==> config.mk <==
export PLATFORM = sky130hd
export DESIGN_NAME = vga_timing_gen
export DESIGN_NICKNAME = d
export VERILOG_FILES = /design/src/rtl/vga_timing_gen.sv
export SDC_FILE = /design/constraint.sdc
export NUM_CORES = 1
export LEC_CHECK = 0
export BUFFER_PORTS_ARGS = -buffer_cell sky130_fd_sc_hd__buf_2
export CORE_UTILIZATION = 55
export DETAILED_ROUTE_END_ITERATION = 10
export GPL_ROUTABILITY_DRIVEN = 1
export PLACE_DENSITY = 0.77
export SYNTH_ARGS = -nofsm -noshare
export SYNTH_HDL_FRONTEND = slang
export SYNTH_SLANG_ARGS = --single-unit
==> constraint.sdc <==
create_clock -name clk -period 5.4 [get_ports clk]
set_input_delay 0 -clock clk [delete_from_list [all_inputs] [get_ports clk]]
set_output_delay 0 -clock clk [all_outputs]
set_load 0.1 [all_outputs]
==> src/rtl/vga_timing_gen.sv <==
// vga_timing_gen: runtime-reconfigurable VGA/VESA raster timing generator.
// Each axis runs active -> front porch -> sync -> back porch. New timing is
// staged by cfg_wr and takes effect only at the next frame boundary.
// Optional feature macro: VGA_FRAME_CNT_EN (enables the 16-bit frame counter).
module vga_timing_gen #(
    parameter int unsigned CW      = 12,
    parameter int unsigned H_ACT_D = 640,
    parameter int unsigned H_FP_D  = 16,
    parameter int unsigned H_SYN_D = 96,
    parameter int unsigned H_BP_D  = 48,
    parameter int unsigned V_ACT_D = 480,
    parameter int unsigned V_FP_D  = 10,
    parameter int unsigned V_SYN_D = 2,
    parameter int unsigned V_BP_D  = 33,
    parameter bit          HPOL_D  = 1'b0,
    parameter bit          VPOL_D  = 1'b0
) (
    input  logic          clk,
    input  logic          clr,
    input  logic          pix_ce,
    input  logic          cfg_wr,
    input  logic [CW-1:0] cfg_h_act,
    input  logic [CW-1:0] cfg_h_fp,
    input  logic [CW-1:0] cfg_h_syn,
    input  logic [CW-1:0] cfg_h_bp,
    input  logic [CW-1:0] cfg_v_act,
    input  logic [CW-1:0] cfg_v_fp,
    input  logic [CW-1:0] cfg_v_syn,
    input  logic [CW-1:0] cfg_v_bp,
    input  logic          cfg_hpol,
    input  logic          cfg_vpol,
    output logic          cfg_pending,
    output logic          cfg_err,
    output logic          hsync,
    output logic          vsync,
    output logic          vidon,
    output logic [CW-1:0] hc,
    output logic [CW-1:0] vc,
    output logic          line_start,
    output logic          frame_start,
    output logic [15:0]   frame_cnt
);

    // Totals need two extra bits so four CW-wide segments never overflow.
    localparam int unsigned TW = CW + 2;
    localparam logic [TW-1:0] TOT_MAX = TW'(1) << CW;

    typedef struct packed {
        logic [CW-1:0] h_act;
        logic [CW-1:0] h_fp;
        logic [CW-1:0] h_syn;
        logic [CW-1:0] h_bp;
        logic [CW-1:0] v_act;
        logic [CW-1:0] v_fp;
        logic [CW-1:0] v_syn;
        logic [CW-1:0] v_bp;
        logic          hpol;
        logic          vpol;
    } tcfg_t;

    localparam tcfg_t CFG_RST = '{
        h_act: CW'(H_ACT_D),
        h_fp:  CW'(H_FP_D),
        h_syn: CW'(H_SYN_D),
        h_bp:  CW'(H_BP_D),
        v_act: CW'(V_ACT_D),
        v_fp:  CW'(V_FP_D),
        v_syn: CW'(V_SYN_D),
        v_bp:  CW'(V_BP_D),
        hpol:  HPOL_D,
        vpol:  VPOL_D
    };

    // State registers
    logic [CW-1:0] h_q, v_q;
    tcfg_t         live_q, stage_q;

    // Next-state values
    logic [CW-1:0] h_n, v_n;
    tcfg_t         live_n, stage_n;
    logic          pend_n, err_n;
    logic          hsync_n, vsync_n, vidon_n, ls_n, fs_n;
    logic [CW-1:0] hc_n, vc_n;

    // Candidate config and its validity
    tcfg_t         cfg_in;
    logic [TW-1:0] h_tot_in, v_tot_in;
    logic          cfg_ok;

    // Decode helpers derived from the live timing
    logic [TW-1:0] h_tot, v_tot, hs_beg, hs_end, vs_beg, vs_end;
    logic [CW-1:0] h_last, v_last;
    logic          h_end, v_end, frame_end;
    logic          hs_act, vs_act;

    // Validate the incoming config write
    always_comb begin
        cfg_in = '{
            h_act: cfg_h_act, h_fp: cfg_h_fp, h_syn: cfg_h_syn, h_bp: cfg_h_bp,
            v_act: cfg_v_act, v_fp: cfg_v_fp, v_syn: cfg_v_syn, v_bp: cfg_v_bp,
            hpol:  cfg_hpol,  vpol: cfg_vpol
        };
        h_tot_in = TW'(cfg_h_act) + TW'(cfg_h_fp) + TW'(cfg_h_syn) + TW'(cfg_h_bp);
        v_tot_in = TW'(cfg_v_act) + TW'(cfg_v_fp) + TW'(cfg_v_syn) + TW'(cfg_v_bp);
        cfg_ok   = (cfg_h_act != '0) && (cfg_h_fp != '0) && (cfg_h_syn != '0) &&
                   (cfg_h_bp != '0)  && (cfg_v_act != '0) && (cfg_v_fp != '0) &&
                   (cfg_v_syn != '0) && (cfg_v_bp != '0) &&
                   (h_tot_in <= TOT_MAX) && (v_tot_in <= TOT_MAX);
    end

    // Segment boundaries and wrap points of the live timing
    always_comb begin
        h_tot     = TW'(live_q.h_act) + TW'(live_q.h_fp) + TW'(live_q.h_syn) + TW'(live_q.h_bp);
        v_tot     = TW'(live_q.v_act) + TW'(live_q.v_fp) + TW'(live_q.v_syn) + TW'(live_q.v_bp);
        hs_beg    = TW'(live_q.h_act) + TW'(live_q.h_fp);
        hs_end    = hs_beg + TW'(live_q.h_syn);
        vs_beg    = TW'(live_q.v_act) + TW'(live_q.v_fp);
        vs_end    = vs_beg + TW'(live_q.v_syn);
        h_last    = CW'(h_tot - TW'(1));
        v_last    = CW'(v_tot - TW'(1));
        h_end     = (h_q == h_last);
        v_end     = (v_q == v_last);
        frame_end = pix_ce && h_end && v_end;
        hs_act    = (TW'(h_q) >= hs_beg) && (TW'(h_q) < hs_end);
        vs_act    = (TW'(v_q) >= vs_beg) && (TW'(v_q) < vs_end);
    end

    // Next-state: counters, output decode, config staging and apply
    always_comb begin
        h_n     = h_q;
        v_n     = v_q;
        live_n  = live_q;
        stage_n = stage_q;
        pend_n  = cfg_pending;
        err_n   = cfg_err;
        hc_n    = hc;
        vc_n    = vc;
        hsync_n = hsync;
        vsync_n = vsync;
        vidon_n = vidon;
        ls_n    = 1'b0;
        fs_n    = 1'b0;

        if (pix_ce) begin
            h_n     = h_end ? '0 : h_q + CW'(1);
            if (h_end) begin
                v_n = v_end ? '0 : v_q + CW'(1);
            end
            hc_n    = h_q;
            vc_n    = v_q;
            hsync_n = hs_act ? live_q.hpol : ~live_q.hpol;
            vsync_n = vs_act ? live_q.vpol : ~live_q.vpol;
            vidon_n = (h_q < live_q.h_act) && (v_q < live_q.v_act);
            ls_n    = (h_q == '0);
            fs_n    = (h_q == '0) && (v_q == '0);
        end

        // Apply before capture so a same-cycle write lands only in staging
        if (frame_end && cfg_pending) begin
            live_n = stage_q;
            pend_n = 1'b0;
        end

        if (cfg_wr) begin
            if (cfg_ok) begin
                stage_n = cfg_in;
                pend_n  = 1'b1;
                err_n   = 1'b0;
            end else begin
                err_n   = 1'b1;
            end
        end
    end

    // State and registered outputs
    always_ff @(posedge clk) begin
        if (clr) begin
            h_q         <= '0;
            v_q         <= '0;
            live_q      <= CFG_RST;
            stage_q     <= CFG_RST;
            cfg_pending <= 1'b0;
            cfg_err     <= 1'b0;
            hc          <= '0;
            vc          <= '0;
            hsync       <= ~HPOL_D;
            vsync       <= ~VPOL_D;
            vidon       <= 1'b0;
            line_start  <= 1'b0;
            frame_start <= 1'b0;
        end else begin
            h_q         <= h_n;
            v_q         <= v_n;
            live_q      <= live_n;
            stage_q     <= stage_n;
            cfg_pending <= pend_n;
            cfg_err     <= err_n;
            hc          <= hc_n;
            vc          <= vc_n;
            hsync       <= hsync_n;
            vsync       <= vsync_n;
            vidon       <= vidon_n;
            line_start  <= ls_n;
            frame_start <= fs_n;
        end
    end

`ifdef VGA_FRAME_CNT_EN
    logic [15:0] fcnt_q;

    // Count frames in step with the frame_start pulse
    always_ff @(posedge clk) begin
        if (clr) begin
            fcnt_q <= '0;
        end else if (fs_n) begin
            fcnt_q <= fcnt_q + 16'd1;
        end
    end

    assign frame_cnt = fcnt_q;
`else
    assign frame_cnt = 16'd0;
`endif

endmodule

==> load_flow_metrics.sql <==
INSERT INTO impl_metrics (metric_group, metric, value, unit) VALUES
('timing', 'maxSlewViolCount', '0', ''),
('flow_run', 'cap_viol_max_count', '0', ''),
('logic_synthesis', 'netlist.area_leader.share', '29.2', '%'),
('placement', 'pre_cts_worst_setup_slack', '-0.462', 'ns'),
('setup_path', 'worst-path-max-fanout', '7', ''),
('global_route', 'grt_antenna_before_repair', '0', ''),
('detailed_routing', 'drc', '0', ''),
('setup_path', 'criticalPathCategory', 'flop to flop', ''),
('final_layout', 'final_cells', '2677', ''),
('hold_path', 'min_to', 'vc[5]', ''),
('timing', 'max-slew-margin-rel', '29.2', '%'),
('power_and_ir_drop', 'post-layout-total-power', '0.00490', 'W'),
('power_and_ir_drop', 'power_density', '227', 'nW/µm²'),
('placement', 'port_buffers', '132', ''),
('logic_synthesis', 'leading_cell_types_by_total_area_after_synthesis', 'sky130_fd_sc_hd__dfxtp_1, sky130_fd_sc_hd__ha_1, sky130_fd_sc_hd__mux2i_1', ''),
('cts', 'clk_pin_slew_worst_paths', '0.07', 'ns'),
('setup_path', 'r2r_slack', '-0.34', 'ns'),
('timing', 'setup_viol_count_final', '121', ''),
('detailed_routing', 'dr.first_iter.drc_count', '1072', ''),
('setup_path', 'crit_path_max_incr_delay', '0.34', 'ns'),
('detailed_routing', 'met2WireLength', '22300', 'µm'),
('timing', 'final_critical_path_setup_slack', '-0.336', 'ns'),
('power_and_ir_drop', 'share_seq_of_total_power', '40.3', '%'),
('logic_synthesis', 'yosysWarningCount', '0', ''),
('die', 'coreArea', '30700', 'µm²'),
('detailed_routing', 'topRoutingLayerUsed', 'met4', ''),
('die', 'die_w', '179', 'µm'),
('timing', 'worst_pin_slew', '1.06', 'ns'),
('logic_synthesis', 'synth_cells', '1938', ''),
('logic_synthesis', 'async_reset_ff_share', '0', '%'),
('setup_path', 'worst-endpoint-required', '5.76', 'ns'),
('outcome', 'violations', 'setup timing', ''),
('final_layout', 'num_antenna_cells', '0', ''),
('cts', 'insertion_delay', '0.53', 'ns'),
('logic_synthesis', 'synth_compound_area_share', '10.4', '%'),
('timing', 'post_layout_minimum_cycle_time', '5.74', 'ns'),
('cts', 'clk_root_buffer_cell', 'sky130_fd_sc_hd__clkbuf_16', ''),
('cts', 'cts_made_buffers', '25', ''),
('timing', 'grt_setup_unrepaired', 'true', ''),
('setup_path', 'startpoint_type', 'flop', ''),
('hold_path', 'worst_hold_path.num_cells', '4', ''),
('die', 'ioPinCount', '149', ''),
('logic_synthesis', 'synth_enable_flop_cells', '0', ''),
('power_and_ir_drop', 'power_switching', '0.00147', 'W'),
('placement', 'dpl-instance-area', '19000', 'µm²'),
('final_layout', 'synthToLayoutAreaGrowth', '25.7', '%'),
('placement', 'place.detailed.instances', '2497', ''),
('setup_path', 'timing.critical_path.from', 'live_q[26]', ''),
('setup_path', 'cp.arrival', '6.09', 'ns'),
('setup_path', 'regToRegEndpoint', 'live_q[21]', ''),
('outcome', 'run_status', 'finished, violations left', ''),
('setup_path', 'crit-reg2reg-launch', 'live_q[26]', ''),
('power_and_ir_drop', 'power_frac_clock', '36.8', '%'),
('detailed_routing', 'dr_wl_met3', '3380', 'µm'),
('timing', 'finalHoldViolCount', '0', ''),
('final_layout', 'nets', '2606', ''),
('power_and_ir_drop', 'vdd.ir_drop.worst', '0.215', 'mV'),
('final_layout', 'layout.cell_area.non_filler', '21600', 'µm²'),
('detailed_routing', 'detail_route.vias_per_cell', '5.78', ''),
('detailed_routing', 'drtAntennaViolNets', '0', ''),
('cts', 'cts.sink_count', '251', ''),
('power_and_ir_drop', 'swShare', '29.9', '%'),
('die', 'floorplan.die_area', '32000', 'µm²'),
('logic_synthesis', 'post_synth_mux_area_share', '13.2', '%'),
('detailed_routing', 'vias', '15500', ''),
('logic_synthesis', 'yosys.area_share.simple', '16.0', '%'),
('logic_synthesis', 'yosysUniqueCellTypes', '70', ''),
('setup_path', 'crit_slowest_cell', 'sky130_fd_sc_hd__fa_2', ''),
('logic_synthesis', 'combinational_family_with_the_most_area_after_synthesis', 'adder cells', ''),
('power_and_ir_drop', 'power_report.internal_total', '0.00344', 'W'),
('logic_synthesis', 'synthFlopType', 'sky130_fd_sc_hd__dfxtp_1', '');
timing repair:
item,in CTS,in global routing
hold endpoints to repair,138,0
resized for setup,64,45
pin swaps,42,47
hold buffers,100,0
setup buffers,22,12
setup endpoints to repair,122,124
cloned,6,0
flip-flops by register name, indices dropped and copies added, names as in the netlist:
| name | flops |
|---|---|
| cfg_err | 1 |
| cfg_pending | 1 |
| frame_start | 1 |
| h_q | 12 |
| hc | 12 |
| hsync | 1 |
| line_start | 1 |
| live_q | 98 |
| stage_q | 98 |
| v_q | 12 |
| vc | 12 |
| vidon | 1 |
| vsync | 1 |
through the flow:
stage               TNS, ns  util (%)  hold slack, ns
global route         -63.74      70.6           0.179
global placement     -25.44      61.8           0.264
floorplan             -1.60         -           0.142
finish               -28.09      70.6           0.144
detailed placement   -39.13      61.8           0.273
CTS                  -27.01      69.8           0.140
worst max-delay path: cells and delay by family (launching register included):
kind,cells,cell delay [ns]
AOI/OAI and AO/OA,11,1.81
adders and majority gates,5,1.32
and+or+nand+nor,4,0.68
xor gates and xnor gates,3,0.64
buffers and inverters,4,0.62
DFF,1,0.33
muxes,1,0.16
per-layer routing:
metal  vias up  global-route usage [%]
met5         -                       0
met4         0                    8.83
li1       7330                       -
met1      7432                    41.1
met3       111                    3.92
met2       606                    50.6
power groups by stage:
stage	Combinational (W)	Sequential, W	Clock (W)
finish	0.00112	0.00198	0.00180
global route	0.00123	0.00198	0.00189
CTS	0.00109	0.00197	0.00181
detailed placement	0.00103	0.00201	0
global placement	0.00101	0.00201	0
floorplan	0.000741	0.00202	0
cell usage in the layout (no fill, tap or decap), drive strengths merged, types with 5 or more instances in the layout:
master,n
nor3b,5
nand4,12
buf,271
o2111ai,6
ha,186
nand2,222
fa,54
a21boi,8
conb,16
mux2i,226
a2111oi,7
nand2b,11
clkbuf,35
nor4,35
nand3,46
a211o,6
dfxtp,251
and4,5
nor2,212
o21bai,11
dlygate4sd3,100
or3,5
and2,8
o211ai,10
o21ai,51
nor2b,17
o21a,14
nor3,19
a211oi,21
xor2,43
inv,140
a21oi,59
xnor2,59
a21o,33
and3,10
a31oi,6
or2,6
cells by family (layout without fill, tap and decap cells):
logic type / after synthesis / count (layout)
and+or+nand+nor: 620 / 621
DFF: 251 / 251
muxes: 227 / 228
AOI/OAI and AO/OA: 265 / 265
xor gates and xnor gates: 105 / 105
buffers and inverters: 229 / 555
other: 1 / 16
adders and majority gates: 240 / 240
layout make-up:
cell class,instances,area (µm²)
Multi-Input combinational cell,1475,11800
Tap cell,396,495
Fill cell,2201,9020
Clock inverter,9,106
Sequential cell,251,5030
Clock buffer,35,753
Inverter,140,528
Timing Repair Buffer,371,2890
how the worst max path moves through the flow:
stage                      end  slack (ns)  depth (start not counted)
floorplan           live_q[27]       -0.08                         30
global placement    live_q[43]       -0.25                         27
detailed placement      v_q[9]       -0.46                         30
CTS                 live_q[34]       -0.31                         30
global route        live_q[21]       -0.64                         29
finish              live_q[21]       -0.34                         28
Note: power is estimated with default switching activity, not from simulation.
